<file path="src/rtl/triangle_vertex_unpacker.sv">
// triangle_vertex_unpacker: captures one packed 3-vertex triangle, streams its vertices, then its x/y bbox.
// Optional build macro DEGEN_CULL_EN drops triangles in which two vertices share the same (x,y).

module tvu_vertex_unpack #(
  parameter  int COORD_W = 16,
  parameter  int COLOR_W = 8,
  localparam int VTX_W   = 3*COORD_W + COLOR_W
) (
  input  logic [VTX_W-1:0]   vtx,
  output logic [COORD_W-1:0] x,
  output logic [COORD_W-1:0] y,
  output logic [COORD_W-1:0] z,
  output logic [COLOR_W-1:0] color
);
  assign x     = vtx[VTX_W-1 -: COORD_W];
  assign y     = vtx[VTX_W-COORD_W-1 -: COORD_W];
  assign z     = vtx[COLOR_W +: COORD_W];
  assign color = vtx[COLOR_W-1:0];
endmodule

module triangle_vertex_unpacker #(
  parameter  int COORD_W = 16,
  parameter  int COLOR_W = 8,
  parameter  int CNT_W   = 16,
  localparam int VTX_W   = 3*COORD_W + COLOR_W,
  localparam int TRI_W   = 3*VTX_W
) (
  input  logic               clk,
  input  logic               n_rst,
  input  logic [TRI_W-1:0]   texel_buffer,
  input  logic               texel_ready,
  output logic               texel_read,
  output logic [COORD_W-1:0] vtx_x,
  output logic [COORD_W-1:0] vtx_y,
  output logic [COORD_W-1:0] vtx_z,
  output logic [COLOR_W-1:0] vtx_color,
  output logic [1:0]         vtx_idx,
  output logic               vtx_valid,
  input  logic               vtx_ready,
  output logic [COORD_W-1:0] bbox_xmin,
  output logic [COORD_W-1:0] bbox_xmax,
  output logic [COORD_W-1:0] bbox_ymin,
  output logic [COORD_W-1:0] bbox_ymax,
  output logic               bbox_valid,
  input  logic               bbox_ready,
  output logic [CNT_W-1:0]   tri_count,
  output logic [CNT_W-1:0]   cull_count
);
  localparam int NUM_VTX = 3;

  typedef enum logic [1:0] {IDLE, CHECK, EMIT, BBOX} state_t;

  typedef struct packed {
    logic [COORD_W-1:0] xmin;
    logic [COORD_W-1:0] xmax;
    logic [COORD_W-1:0] ymin;
    logic [COORD_W-1:0] ymax;
  } bbox_t;

  state_t state, state_n;
  logic [TRI_W-1:0] tri_q;
  logic [1:0]       idx;
  bbox_t            bbox_d, bbox_q;
  logic [CNT_W-1:0] tri_q_cnt;
  logic             degen;

  logic [NUM_VTX-1:0][COORD_W-1:0] vx, vy, vz;
  logic [NUM_VTX-1:0][COLOR_W-1:0] vc;

  for (genvar k = 0; k < NUM_VTX; k++) begin : g_vtx
    tvu_vertex_unpack #(.COORD_W(COORD_W), .COLOR_W(COLOR_W)) u_unpack (
      .vtx  (tri_q[VTX_W*k +: VTX_W]),
      .x    (vx[k]),
      .y    (vy[k]),
      .z    (vz[k]),
      .color(vc[k])
    );
  end

  function automatic logic [COORD_W-1:0] min3(input logic [COORD_W-1:0] a, b, c);
    logic [COORD_W-1:0] m;
    m = (a < b) ? a : b;
    return (c < m) ? c : m;
  endfunction

  function automatic logic [COORD_W-1:0] max3(input logic [COORD_W-1:0] a, b, c);
    logic [COORD_W-1:0] m;
    m = (a > b) ? a : b;
    return (c > m) ? c : m;
  endfunction

  always_comb begin
    bbox_d.xmin = min3(vx[0], vx[1], vx[2]);
    bbox_d.xmax = max3(vx[0], vx[1], vx[2]);
    bbox_d.ymin = min3(vy[0], vy[1], vy[2]);
    bbox_d.ymax = max3(vy[0], vy[1], vy[2]);
  end

`ifdef DEGEN_CULL_EN
  assign degen = ({vx[0], vy[0]} == {vx[1], vy[1]}) ||
                 ({vx[0], vy[0]} == {vx[2], vy[2]}) ||
                 ({vx[1], vy[1]} == {vx[2], vy[2]});
`else
  assign degen = 1'b0;
`endif

  always_ff @(posedge clk or negedge n_rst) begin
    if (!n_rst) state <= IDLE;
    else        state <= state_n;
  end

  always_comb begin
    state_n    = state;
    texel_read = 1'b0;
    vtx_valid  = 1'b0;
    bbox_valid = 1'b0;
    case (state)
      IDLE:  if (texel_ready) state_n = CHECK;
      CHECK: begin
        texel_read = 1'b1;
        state_n    = degen ? IDLE : EMIT;
      end
      EMIT: begin
        vtx_valid = 1'b1;
        if (vtx_ready && idx == 2'd2) state_n = BBOX;
      end
      BBOX: begin
        bbox_valid = 1'b1;
        if (bbox_ready) state_n = IDLE;
      end
      default: state_n = IDLE;
    endcase
  end

  // bbox is registered on CHECK->EMIT so it stays stable through EMIT/BBOX and holds afterwards
  always_ff @(posedge clk or negedge n_rst) begin
    if (!n_rst) begin
      tri_q     <= '0;
      idx       <= '0;
      bbox_q    <= '0;
      tri_q_cnt <= '0;
    end else begin
      if (state == IDLE && texel_ready) tri_q <= texel_buffer;
      if (state == CHECK) begin
        idx <= '0;
        if (state_n == EMIT) bbox_q <= bbox_d;
      end
      if (vtx_valid && vtx_ready) idx <= (idx == 2'd2) ? 2'd0 : idx + 2'd1;
      if (bbox_valid && bbox_ready) tri_q_cnt <= tri_q_cnt + CNT_W'(1);
    end
  end

`ifdef DEGEN_CULL_EN
  logic [CNT_W-1:0] cull_q;
  always_ff @(posedge clk or negedge n_rst) begin
    if (!n_rst)                     cull_q <= '0;
    else if (state == CHECK && degen) cull_q <= cull_q + CNT_W'(1);
  end
  assign cull_count = cull_q;
`else
  assign cull_count = '0;
`endif

  logic [COORD_W-1:0] sel_x, sel_y, sel_z;
  logic [COLOR_W-1:0] sel_c;

  always_comb begin
    sel_x = '0;
    sel_y = '0;
    sel_z = '0;
    sel_c = '0;
    case (idx)
      2'd0: begin sel_x = vx[0]; sel_y = vy[0]; sel_z = vz[0]; sel_c = vc[0]; end
      2'd1: begin sel_x = vx[1]; sel_y = vy[1]; sel_z = vz[1]; sel_c = vc[1]; end
      2'd2: begin sel_x = vx[2]; sel_y = vy[2]; sel_z = vz[2]; sel_c = vc[2]; end
      default: ;
    endcase
  end

  assign vtx_x     = vtx_valid ? sel_x : '0;
  assign vtx_y     = vtx_valid ? sel_y : '0;
  assign vtx_z     = vtx_valid ? sel_z : '0;
  assign vtx_color = vtx_valid ? sel_c : '0;
  assign vtx_idx   = vtx_valid ? idx   : 2'd0;

  assign bbox_xmin = bbox_q.xmin;
  assign bbox_xmax = bbox_q.xmax;
  assign bbox_ymin = bbox_q.ymin;
  assign bbox_ymax = bbox_q.ymax;
  assign tri_count = tri_q_cnt;
endmodule

</file>
<file path="config.mk">
export PLATFORM = sky130hd
export DESIGN_NAME = triangle_vertex_unpacker
export DESIGN_NICKNAME = d
export VERILOG_FILES = /design/src/rtl/triangle_vertex_unpacker.sv
export SDC_FILE = /design/constraint.sdc
export NUM_CORES = 1
export LEC_CHECK = 0
export CORE_ASPECT_RATIO = 1.75
export CORE_MARGIN = 2
export CORE_UTILIZATION = 55
export CTS_CLUSTER_DIAMETER = 150
export CTS_CLUSTER_SIZE = 24
export DETAILED_ROUTE_END_ITERATION = 8
export PLACE_DENSITY = 0.87
export SYNTH_ARGS = -nofsm -noshare
export SYNTH_HDL_FRONTEND = slang
export SYNTH_SLANG_ARGS = --single-unit
</file>
<file path="constraint.sdc">
create_clock -name clk -period 7.25 [get_ports clk]
set_clock_uncertainty 0.2 [all_clocks]
set_input_delay 0.725 -clock clk [delete_from_list [all_inputs] [get_ports clk]]
set_output_delay 0.725 -clock clk [all_outputs]
set_load 0.01 [all_outputs]
</file>
==> metrics.md <==
| Metric | Value |
|---|---|
| Outcome | finished clean |
| Mux contribution to synthesized area | 16.65% |
| Tcrit/Tclk final | 73.03% |
| GRT Residual Overflow | 0 |
| Avg Inst Size Synth | 10.00 sq um |
| Ports | 330 |
| Routed wire per std cell | 21.12 um |
| Tmin final | 5294 ps |
| Worst reg-to-reg setup slack | 1960 ps |
| DRT iter0 DRCs | 817 |
| Clock power share | 9.1% |
| Final Slew Violations | 0 |
| Via count | 11920 |
| Power Density | 519.9 nW/um^2 |
| Leading area contributor after synthesis | dfrtp_1 |
| CTS Hold Buffers Added | 0 |
| Unrepaired setup endpoints after global routing | no |
| Mapped Area | 14200 sq um |
| CTS Buffer Depth | 3 |
| Fillers | 1924 |
| ANT nets after route | 0 |
| Slew @ Worst Pin | 1006 ps |
| Core Rows | 77 |
| Final setup viols | 0 |
| Area occupied by multi-input gates | 7231 sq um |
| Synthesis-to-layout area growth | 25.89% |
| Cts repair resizes | 0 |
| Crit path DAT | 5430 ps |
| Placed cells | 1978 |
| Share of layout cells above drive strength 1 | 8.929% |
| Final routed DRC violation total | 0 |
| Crit Path Class | reg2reg |
| CP Max Fanout | 16 |
| Clock slew at reported path FFs | 100 ps |
| Routability cong. | 0.9321 |
| XOR/XNOR Fraction of Synth Area | 0.9249% |
| Hold Path Class | in2async |
| Clock sink total | 252 |
| Switch share | 44.91% |
| Leak pwr | 7.978 nW |
| Main combinational cell family by area after synthesis | multiplexers |
| CTS tree | done |
| Number of CTS-inserted buffers | 14 |
| Port Buffers | 313 |
| Post-synth EDFFs | 0 |
| Final Net Count | 1946 |
| Vias per std cell | 5.954 |
| Post-Route Setup TNS | 0 ps |
| Psw | 0.004175 W |
| Simple-Gate Fraction of Synth Area | 11.12% |
| Largest net degree at the start of global routing | 137 |
| Synth unique cells | 48 |
| Skew-Pair Late Insertion Delay | 500 ps |
| Synth warn | 0 |
| Most frequently used flop master after synthesis | dfrtp_1 |
| Top-count cell post-synth | dfrtp_1 |
| Worst vdd ir | 321.1 uV |
| Root Buffer | clkbuf_16 |
| Die X | 125.5 um |
| Synth Area in Compound Gates | 13.15% |
| Critical Path Source Type | flop |
| Sequential area share after synthesis | 44.40% |
| Cell Int Power | 0.005121 W |
| WL final | 42.28 mm |
| Die Y | 216.6 um |
| DRT Pass-1 Iters | 5 |
| First-pass GRT wire length | 65.81 mm |
| Synth Area in Adders | 8.369% |
| Yosys reg bits | 252 |
| Post-CTS setup buffers | 0 |
| FFs w/ async S/R, synth | 100.0% |
| Area contributors post-synth | dfrtp_1, mux2_2, ha_1, mux2i_1, o21ai_0 |
| GRT Resource Usage Total | 30.39% |
| Combinational fraction of design power | 61.7% |
| Required time of the critical path | 7390 ps |
| Post-Syn Instances | 1420 |
| Vias in the first global route | 12290 |
| Flop pwr share | 29.2% |
| HPWL Detailed | 31.13 mm |
| Maximum capacitance violations | 0 |
| Synth cell count leaders | dfrtp_1, nand2_1, nor2_1 |
| Cell count of the worst reg-to-reg path | 17 |
| Full die area | 27180 sq um |
| Initial antenna violation count | 7 |
| H-tree depth | 1 |
| Nature of the critical path endpoint | flop |
| Fmax | 188.9 MHz |
| Final non-filler cell total | 2002 |
| Final Hold Fails | 0 |
| Initial core utilization | 56.06% |
| Share of the synthesized area in the top cell type | 44.40% |
| Max_slew headroom | 32.57% |
| Core Region | 25340 sq um |
| Storage element area | 6311 sq um |
[area by class of cell]
class	count	area share, %
Tap cell	316	2.211
Timing Repair Buffer	327	18.21
Clock buffer	17	2.141
Sequential cell	252	35.29
Clock inverter	1	0.09097
Antenna cell	6	0.08397
Multi-Input combinational cell	1010	40.44
Inverter	73	1.532
[metal layers]
metal  vias up  wire length [um]  GRT usage, %
met5         -                13             0
met1      5780             14990         34.06
met2       515             22080         54.49
li1       5487                 -             -
met3       136              2433         4.048
met4         2              2759         18.19
[cell families (layout without fill, tap and decap cells)]
logic type | after synthesis | after routing
buffers and inverters | 173 | 418
AOI/OAI and AO/OA | 300 | 300
xor gates and xnor gates | 15 | 15
and+or+nand+nor | 361 | 361
muxes | 223 | 223
DFF | 252 | 252
other | 1 | 22
adders and majority gates | 95 | 95
[power by group through the flow]
stage	combinational, W	clock (W)	sequential [W]
after floorplan	0.00371	0	0.00255
after global placement	0.00551	0	0.00267
after detailed placement	0.00565	0	0.00272
after CTS	0.00570	0.000867	0.00270
after global routing	0.00629	0.000907	0.00279
final	0.00573	0.000850	0.00271
[per-stage QoR]
step	worst slack [ps]	power, W	hold WS [ps]	utilization (%)	cell area, sq um
2_1_floorplan	2966	0.006264	229.4	-	14260
3_3_place_gp	2231	0.008178	264.3	68.93	17470
3_5_place_dp	2019	0.008371	269.2	68.93	17470
4_1_cts	2015	0.009263	117.5	70.51	17870
5_1_grt	1608	0.009988	140.9	70.57	17880
6_report	1956	0.009296	29.47	70.57	17880
[cells in the final DEF, fill, tap and decap left out, types with 3 or more instances in the layout]
cell type          n
a211o_1            3
a21o_1            20
a21oi_1           88
a221o_1           16
a221oi_1           3
a22o_1             3
a31oi_1            3
and2_1            18
and3_1             6
and4_1             7
buf_4             13
clkbuf_16         15
clkdlybuf4s50_1  312
conb_1            16
dfrtp_1          250
diode_2            6
ha_1              95
inv_1             73
mux2_2           106
mux2i_1          117
nand2_1          136
nand2b_1           4
nand3_1           12
nand4_1           16
nor2_1           130
nor2b_1            6
nor3_1            18
o211ai_1           4
o21a_1             5
o21ai_0          108
o221ai_1          30
o221ai_2           3
xnor2_1           11
xor2_1             4
[final timing paths]
check,startpoint,to
setup / recovery,tri_q[95],bbox_ymax[5]
hold / removal,n_rst,tri_q[49]
setup reg to reg,tri_q[95],bbox_ymax[5]
hold reg to reg,tri_count[15],tri_count[15]
max in group asynchronous,n_rst,bbox_xmax[1]
min in group clk,tri_count[15],tri_count[15]
[state kept, by name, indices dropped and copies added, names as in the netlist]
name,flops
bbox_ymin,16
state,2
bbox_ymax,16
tri_q,168
bbox_xmax,16
idx,2
tri_count,16
bbox_xmin,16
[critical path, cell delays in order (launching register included)]
cell,delay (ps)
dfrtp_1,390
inv_1,70
ha_1,320
nand4_1,190
nor4_2,390
o21ai_1,140
nand3_1,110
a21boi_2,780
buf_4,300
mux2i_1,260
ha_1,280
nor2b_1,130
o21a_1,160
o21a_1,170
o221ai_1,170
o211ai_1,140
nand3_1,650
o221ai_1,270
No activity file was read; power rests on OpenSTA's default activity.
